$ cat config.mk
export PLATFORM = sky130hd
export DESIGN_NAME = wide_add_sequencer
export DESIGN_NICKNAME = d
export VERILOG_FILES = /design/src/rtl/wide_add_sequencer.sv
export SDC_FILE = /design/constraint.sdc
export NUM_CORES = 1
export LEC_CHECK = 0
export BUFFER_PORTS_ARGS = -buffer_cell sky130_fd_sc_hd__buf_4
export CAP_MARGIN = 20
export CORE_MARGIN = 1.5
export CORE_UTILIZATION = 45
export CTS_CLUSTER_DIAMETER = 80
export DETAILED_ROUTE_END_ITERATION = 16
export HOLD_SLACK_MARGIN = 0.1
export PLACE_DENSITY_LB_ADDON = 0.08
export SYNTH_ARGS = -nofsm -noshare
export SYNTH_HDL_FRONTEND = slang
export SYNTH_SLANG_ARGS = --single-unit
$ cat constraint.sdc
create_clock -name clk -period 8.6 [get_ports clk]
set_input_delay 1.72 -clock clk [delete_from_list [all_inputs] [get_ports clk]]
set_output_delay 1.72 -clock clk [all_outputs]
set_load 0.005 [all_outputs]
$ cat src/rtl/wide_add_sequencer.sv
// wide_add_sequencer: multi-precision add/sub over WORDS x N bits using one shared N-bit CLA, LSW first.
module carry_lookahead_adder #(
  parameter int N = 32
) (
  input  logic [N-1:0] a,
  input  logic [N-1:0] b,
  input  logic         cin,
  output logic [N-1:0] sum,
  output logic         cout
);
  logic [N-1:0] g, p;
  logic [N:0] c;
  assign g = a & b;
  assign p = a ^ b;
  assign c[0] = cin;
  // 4-bit lookahead groups; group carries ripple between groups
  for (genvar k = 0; k < N / 4; k++) begin : grp
    localparam int L = 4 * k;
    assign c[L+1] = g[L] | (p[L] & c[L]);
    assign c[L+2] = g[L+1] | (p[L+1] & g[L]) | (p[L+1] & p[L] & c[L]);
    assign c[L+3] = g[L+2] | (p[L+2] & g[L+1]) | (p[L+2] & p[L+1] & g[L])
                  | (p[L+2] & p[L+1] & p[L] & c[L]);
    assign c[L+4] = g[L+3] | (p[L+3] & g[L+2]) | (p[L+3] & p[L+2] & g[L+1])
                  | (p[L+3] & p[L+2] & p[L+1] & g[L]) | ((&p[L+3:L]) & c[L]);
  end
  assign sum = p ^ c[N-1:0];
  assign cout = c[N];
endmodule

module wide_add_sequencer #(
  parameter int N = 32,
  parameter int WORDS = 4
) (
  input  logic                 clk,
  input  logic                 reset,
  input  logic                 start_valid,
  output logic                 start_ready,
  input  logic [N*WORDS-1:0]   A,
  input  logic [N*WORDS-1:0]   B,
  input  logic                 sub,
  input  logic                 cin,
  output logic [N*WORDS-1:0]   result,
  output logic                 flag_n,
  output logic                 flag_z,
  output logic                 flag_c,
  output logic                 flag_v,
  output logic                 done_valid,
  input  logic                 done_ready,
  output logic                 busy
);
  localparam int W = N * WORDS;
  localparam int IW = WORDS > 1 ? $clog2(WORDS) : 1;
  typedef enum logic [1:0] {IDLE, RUN, DONE} state_t;
  state_t state;
  logic [W-1:0] a_r, b_r;
  logic [IW-1:0] idx;
  logic carry, zacc, cout, last;
  logic [N-1:0] a_w, b_w, sum;
  assign a_w = a_r[idx*N +: N];
  assign b_w = b_r[idx*N +: N];
  assign last = idx == IW'(WORDS - 1);
  assign start_ready = state == IDLE;
  assign busy = state != IDLE;
  carry_lookahead_adder #(.N(N)) u_cla (.a(a_w), .b(b_w), .cin(carry), .sum(sum), .cout(cout));
  always_ff @(posedge clk) begin
    if (reset) begin
      state <= IDLE;
      a_r <= '0;
      b_r <= '0;
      idx <= '0;
      carry <= 1'b0;
      zacc <= 1'b0;
      result <= '0;
      flag_n <= 1'b0;
      flag_z <= 1'b0;
      flag_c <= 1'b0;
      flag_v <= 1'b0;
      done_valid <= 1'b0;
    end else begin
      case (state)
        IDLE: if (start_valid) begin
          a_r <= A;
          b_r <= sub ? ~B : B;
          carry <= cin;
          idx <= '0;
          zacc <= 1'b1;
          state <= RUN;
        end
        RUN: begin
          result[idx*N +: N] <= sum;
          carry <= cout;
          zacc <= zacc && sum == '0;
          idx <= last ? '0 : idx + 1'b1;
          if (last) begin
            flag_n <= sum[N-1];
            flag_z <= zacc && sum == '0;
            flag_c <= cout;
            flag_v <= (a_w[N-1] == b_w[N-1]) && (sum[N-1] != a_w[N-1]);
            done_valid <= 1'b1;
            state <= DONE;
          end
        end
        DONE: if (done_ready) begin
          done_valid <= 1'b0;
          state <= IDLE;
        end
        default: state <= IDLE;
      endcase
    end
  end
endmodule

======== Word-level counts from Yosys, hierarchy flattened ========
Cells that the tools add are included.
word-level totals
  register bits ........................... 395
  input bits .............................. 262
  output and inout port bits .............. 135
operators by class
  equality and inequality tests ........... 8
  reductions and logical operators ........ 20
  mux-type cells .......................... 16
  shift-type cells ........................ 4
  add/subtract/negate cells ............... 2
  bitwise gates (word level) .............. 204
operators with widths
  kind                         number
  $shiftx A128 B8 Y32          2
  $bwmux W128                  1
  $mux W128                    1
  $not A128 Y128               1
  $shift A32 B34 Y128 const A  1
  $shiftx A32 B34 Y128         1
  $and A1 B1 Y1                120
  $or A1 B1 Y1                 80
  $xor A32 B32 Y32             2
  $neg A7 Y34                  1
  $and A32 B32 Y32             1
  $logic_not A32 Y1            1
  $reduce_and A4 Y1            8
  $mux W2                      5
  $ne A2 B2 Y1 const B         3
  $pmux W1 S2                  3
  $pmux W2 S3                  1
  $reduce_and A2 Y1            3
  $reduce_and A3 Y1            2
  $reduce_bool A2 Y1           3
  $eq A2 B2 Y1 const B         2
  $mux W1                      4
  $pmux W2 S2                  1
  $add A2 B1 Y2 const B        1
  5 further kinds              6

======== Logic depth before layout (Yosys ltp) ========
  depth in word-level cells ............... 25
  mapped depth ............................ 22
  mapped depth without buffers ............ 19

======== By module ========
From an unflattened synthesis, not the netlist that was laid out.
unflattened totals
  cell total of the unflattened synthesis .. 1874
  area, all modules ....................... 17865.9 µm²
modules (own cells, without submodules)
  module                 instances  cells each  seq. area each (µm²)  area each (µm²)
  wide_add_sequencer     1          1709        7907.6                16495.8
  carry_lookahead_adder  1          165         0.0                   1370.1

======== Least setup slack after synthesis ========
No wires, ideal clock.
  path type ............................... register to register
  from .................................... register idx[0]
  to ...................................... register flag_z
  arrival ................................. 6.265 ns
  stages on the path, launching flop included .. 23
  clock period less this slack ............ 6.323 ns
  path slack .............................. 2.277 ns
  library setup time ...................... 0.057 ns
  buffers on the path ..................... 3
  cell sequence ........................... dfxtp_1 -> clkbuf_1 -> clkbuf_1 -> buf_1 -> mux4_2 -> ha_1 -> nand4_1 -> or4_4 -> nor3_2 -> or3_1 -> inv_1 -> o21ai_0 -> a21oi_1 -> fa_1 -> nand4b_1 -> nor4_1 -> nand3_1 -> or3_1 -> a2111o_1 -> nor4_2 -> or4b_1 -> nor4_2 -> a21o_1
on the way
  longest elaborated chain between the ends .. 24
ends and longest elaborated chain
  what                                                  RTL line    text
  start, declared                                       56          logic [IW-1:0] idx;
  start signal, assigned                                93          idx <= last ? '0 : idx + 1'b1;
  $shiftx A128 B8 Y32, on equally long branches         59, 60
  $xor A32 B32 Y32 or $and A32 B32 Y32 (tied branches)  14, 13
  $and A1 B1 Y1, on equally long branches               23, 24
  $or A1 B1 Y1, or another cell as far along            23          assign c[L+4] = g[L+3] | (p[L+3] & g[L+2]) | (p[L+3] & p[L+2] & g[L+1])
  $or A1 B1 Y1 or $and A1 B1 Y1 (tied branches)         23, 24
  $or A1 B1 Y1 (2 in a row)                             24          | (p[L+3] & p[L+2] & p[L+1] & g[L]) | ((&p[L+3:L]) & c[L]);
  $and A1 B1 Y1                                         24
  $or A1 B1 Y1                                          24
  [... 7 more ...]                                      n/a
  $or A1 B1 Y1                                          24
  $and A1 B1 Y1                                         24
  $or A1 B1 Y1                                          24
  $and A1 B1 Y1, on equally long branches               19, 20, 22
  $or A1 B1 Y1, on equally long branches                19, 20, 22
  $xor A32 B32 Y32                                      26          assign sum = p ^ c[N-1:0];
  $logic_not A32 Y1                                     96          flag_z <= zacc && sum == '0;
  $logic_and A1 B1 Y1                                   96
  end signal, assigned                                  75          flag_z <= 1'b0;
  end signal, assigned                                  96
  end, declared                                         44          output logic flag_z,
Several ways; a longest one is shown, not always the timed one.
A chain may end at the register's enable or synchronous reset.

======== Worst setup path after layout ========
  from .................................... register idx[0]
  to ...................................... register zacc
on the way
  longest elaborated chain between the ends .. 25
ends and longest elaborated chain
  what                                                  RTL line    text
  $shiftx A128 B8 Y32, on equally long branches         59, 60
  $xor A32 B32 Y32 or $and A32 B32 Y32 (tied branches)  14, 13
  $and A1 B1 Y1, on equally long branches               23, 24
  $or A1 B1 Y1, or another cell as far along            23
  $or A1 B1 Y1 or $and A1 B1 Y1 (tied branches)         23, 24
  $or A1 B1 Y1 (2 in a row)                             24
  $and A1 B1 Y1                                         24
  $or A1 B1 Y1                                          24
  [... 8 more ...]                                      n/a
  $and A1 B1 Y1                                         24
  $or A1 B1 Y1                                          24
  $and A1 B1 Y1, on equally long branches               19, 20, 22
  $or A1 B1 Y1, on equally long branches                19, 20, 22
  $xor A32 B32 Y32 *                                    26
  $logic_not A32 Y1 *                                   92          zacc <= zacc && sum == '0;
  $logic_and A1 B1 Y1 *                                 92
  $pmux W1 S2 *                                         80          case (state)
  end signal, assigned                                  72          zacc <= 1'b0;
  end signal, assigned                                  86          zacc <= 1'b1;
  end signal, assigned                                  92
  end, declared                                         57          logic carry, zacc, cout, last;
Every way passes the cells marked *; elsewhere a longest branch is shown, timed or not.

==> results.txt <==
The flow ran to the end, and the final reports show no timing, DRC or antenna violations. The CTS H-tree depth is 2. The share of cells above drive strength 1 came out at 24.84%.

The number of rows created at floorplan came out at 72. After synthesis, flip-flops and latches occupy 44.65% of the total area. The number of endpoints with negative hold slack in the final report is 0.

Routability-driven placement finished with a final weighted congestion of 0.8696. Detailed placement finished with a half-perimeter wire length of 41,750 um. The number of antenna violations at the first check in global routing is 1. The routing usage on met2 came out at 45.22%. Yosys attributes the largest share of cell area to sky130_fd_sc_hd__dfxtp_1, sky130_fd_sc_hd__mux4_2, sky130_fd_sc_hd__xnor2_1, sky130_fd_sc_hd__nor2_1, sky130_fd_sc_hd__nand2_1. The part of the total power dissipated in combinational logic came out at 17.1%.

Power spread over the standard cell area amounts to 206.8 mW/mm^2. The total of buffers placed on input and output ports came out at 396. After floorplanning, the core was sized to cover 0.03874 mm^2. Summed over all layers, the global routing overflow is 0.

Counting distinct cell types in the post-synthesis netlist gives 62. The number of cells after detailed placement is 2,728. The share of the synthesized area in the top cell type came out at 44.65%.

The total of warnings raised by yosys came out at 0. The detailed-routing iteration count for the pre-antenna-repair pass came out at 6. Synthesis produced a netlist with a net count of 2,262. The master cell of the clock root buffer is sky130_fd_sc_hd__clkbuf_16. Subtracting the final worst setup slack from the clock period gives 6.538 ns.

The die is 201.4 um tall. The capturing element type of the critical path is a register. TritonCTS built the clock tree. At the pin with the least slew margin, the transition time is 1.160 ns. The number of inserted diodes is 0. The via count of the first global-routing pass is 14,510. The final number of max-transition violations is 0. The flop and latch count out of synthesis came out at 395.

The total via count in the routed design came out at 15,430. The final worst clock skew is 0.02299 ns. For met1 alone, demand over resource in global routing was 35.27%. The first global-routing pass estimated 84,930 um of wire.

The data required time of the worst path came out at 9.09 ns. The initial utilization of the core area, before any placement, comes to 45.72%. The routed design has 56,440 um of wire.

The via density per instance came out at 5.510. Based on the critical path, the design can be clocked at up to 0.1530 GHz. The most common flop cell mapped by yosys is sky130_fd_sc_hd__dfxtp_1.

The number of synthesized flops with an enable pin came out at 0. The met3 track utilization from global routing is 4.373%. The maximum number of pins on one net before global-route repair came out at 280. In this run the remaining antenna-violating nets after routing total 0. Sorting the synthesized cells by how often they occur yields sky130_fd_sc_hd__dfxtp_1, sky130_fd_sc_hd__nor2_1, sky130_fd_sc_hd__nand2_1, sky130_fd_sc_hd__a21oi_1, sky130_fd_sc_hd__clkbuf_1. After clock tree synthesis, the clock-pin slew on the worst setup and hold paths is 0.06 ns.

The clock network power share came out at 39.4%. The I/O pin count came out at 397. The power dissipated by switching net loads came out at 1275 uW. Summing every instance area after synthesis gives 0.01771 mm^2.

The routed length per placed instance is 20.15 um. In the routed design, unresolved DRC markers number 0. Setup violations remaining at the end of the flow were counted as 0.

The worst slew slack as a fraction of its limit is 22.69%. Buffers added to address setup during post-CTS repair amount to 0. The total CTS buffers came out at 42.

The floorplan step defined a die boundary enclosing 0.04055 mm^2. Yosys instantiated no cell more often than sky130_fd_sc_hd__dfxtp_1. Clock latency on the worst-skew pair, taken at its later pin, is 0.55 ns. The synthesized area divided by synthesized cell count is 9.063 um^2. The detailed router's first-iteration violation count is 1,022.

The kind of critical path is reg -> reg. The maximum vdd ir drop is 0.0001374 V. In this run the most used layer during global routing was met2.

The floorplan step set the die width to 201.4 um. The largest area contributor in the netlist is sky130_fd_sc_hd__dfxtp_1. The internal power consumption is 3344 uW.

The data arrival time of the worst path came out at 7.03 ns. The post-route setup TNS is 0 ns. Setup repair after global routing left no endpoint under its margin.

The total power is 4619 uW. Per report_power, the sequential group accounts for 43.5% of the total. The leakage power figure is 0.008862 uW. The number of cells upsized or downsized after cts came out at 0. Net switching is 27.60% of the power. The maximum buffer depth of the clock tree is 3.

In the final design database the tool counted 2,562 nets. The reported max-cap violation count came out at 0. The startpoint type of the worst setup path is a register.

In this run the worst path has a maximum fanout of 38. The number of clock sinks seen by CTS is 395. The instance count of the mapped netlist came out at 1,954. The area added between synthesis and finish came out at 26.11%. The post-route fraction of the period consumed by the critical path came out at 76.02%. The class of the tightest hold or removal check is reg -> reg.

The proportion of synthesized flip-flops having asynchronous set or reset came out at 0%. The final non-filler cell total is 2,801. The fill cell total of the finished layout came out at 3,494. The quantity of hold-fixing buffers added after cts came out at 0. In the global route stage, overall resource usage came out at 26.99%.
==> per-layer routing <==
layer,up-vias,part of all wire (%),wire length [um]
li1,7436,-,-
met1,7322,42,23540
met2,571,48,27100
met3,102,6.7,3805
met4,2,3.5,1981
met5,-,0.023,13
==> layout by cell type (no fill, tap or decap), drive strengths merged, types with 7 or more instances in the layout <==
cell	count
mux4	64
o21ai	8
a211oi	133
inv	23
fa	8
nor3	15
xor2	7
clkbuf	63
a21o	9
a22oi	100
a21oi	182
nand3	10
nand2	275
nand2b	11
nor2	307
ha	38
xnor2	140
dfxtp	395
buf	414
==> power by group through the flow <==
stage               Clock [uW]  Sequential (uW)  Combinational [uW]
floorplan                    0             2010                 501
global placement             0             2050                 769
detailed placement           0             2050                 784
CTS                       1840             2010                 787
global route              1930             2020                 856
finish                    1820             2010                 789
==> worst max-delay path, stage by stage, from the launching register on <==
cell and delay, ns:
sky130_fd_sc_hd__dfxtp_4 0.80, sky130_fd_sc_hd__buf_12 0.36, sky130_fd_sc_hd__mux4_2 0.56, sky130_fd_sc_hd__ha_1 0.41, sky130_fd_sc_hd__nand4_1 0.16, sky130_fd_sc_hd__or4_4 0.60
sky130_fd_sc_hd__nor3_2 0.23, sky130_fd_sc_hd__or3_1 0.19, sky130_fd_sc_hd__inv_1 0.08, sky130_fd_sc_hd__o21ai_0 0.20, sky130_fd_sc_hd__a21oi_1 0.13, sky130_fd_sc_hd__fa_1 0.39
sky130_fd_sc_hd__xnor2_1 0.22, sky130_fd_sc_hd__nor4_1 0.35, sky130_fd_sc_hd__nand3_1 0.12, sky130_fd_sc_hd__or3_1 0.33, sky130_fd_sc_hd__a2111o_1 0.40, sky130_fd_sc_hd__nor4_2 0.13
sky130_fd_sc_hd__or4b_1 0.47, sky130_fd_sc_hd__nor4_2 0.18, sky130_fd_sc_hd__nand2b_1 0.14
==> per-stage QoR <==
step / area (um^2) / hold slack (ns) / setup slack (ns) / utilization (%)
after detailed placement: 20940 / 0.4439 / 2.111 / 54.06
after floorplan: 17710 / 0.4331 / 2.277 / -
after global placement: 20940 / 0.4418 / 2.305 / 54.06
final: 22330 / 0.4504 / 2.062 / 57.66
after global routing: 22330 / 0.4668 / 1.531 / 57.66
after CTS: 22330 / 0.4518 / 2.100 / 57.66
==> cell families after synthesis <==
kind of cell / count (synthesis) / share of synthesized area (%)
simple gates: 656 / 15.01
compound gates: 464 / 17.36
flops: 395 / 44.65
buf+inv: 179 / 3.801
xor+xnor: 147 / 7.270
mux: 67 / 8.316
fa+ha+maj: 46 / 3.589
==> registers in the layout, summed over array words and instances, names as in the netlist, 2 cells and up <==
name / cells
a_r: 128
b_r: 128
result: 128
idx: 2
state: 2
==> path summary, 6_finish.rpt <==
| kind | from | end | slack, ns | depth (start not counted) |
|---|---|---|---|---|
| worst max register to register | idx[0] | zacc | 2.06 | 20 |
| worst max-delay path | idx[0] | zacc | 2.06 | 20 |
| worst min register to register | a_r[95] | a_r[95] | 0.45 | 2 |
| worst min-delay path | a_r[95] | a_r[95] | 0.45 | 2 |
==> layout make-up <==
class / count / area [um^2] / area share [%]
tap: 518 / 648.1 / 2.902
clock buffer: 63 / 1261 / 5.647
inverter: 21 / 78.83 / 0.3529
sequential: 395 / 7915 / 35.44
clock inverter: 10 / 132.6 / 0.5938
timing repair buffer: 414 / 3144 / 14.08
multi-input combinational: 1380 / 9154 / 40.99
(Power assumes the default switching activity.)
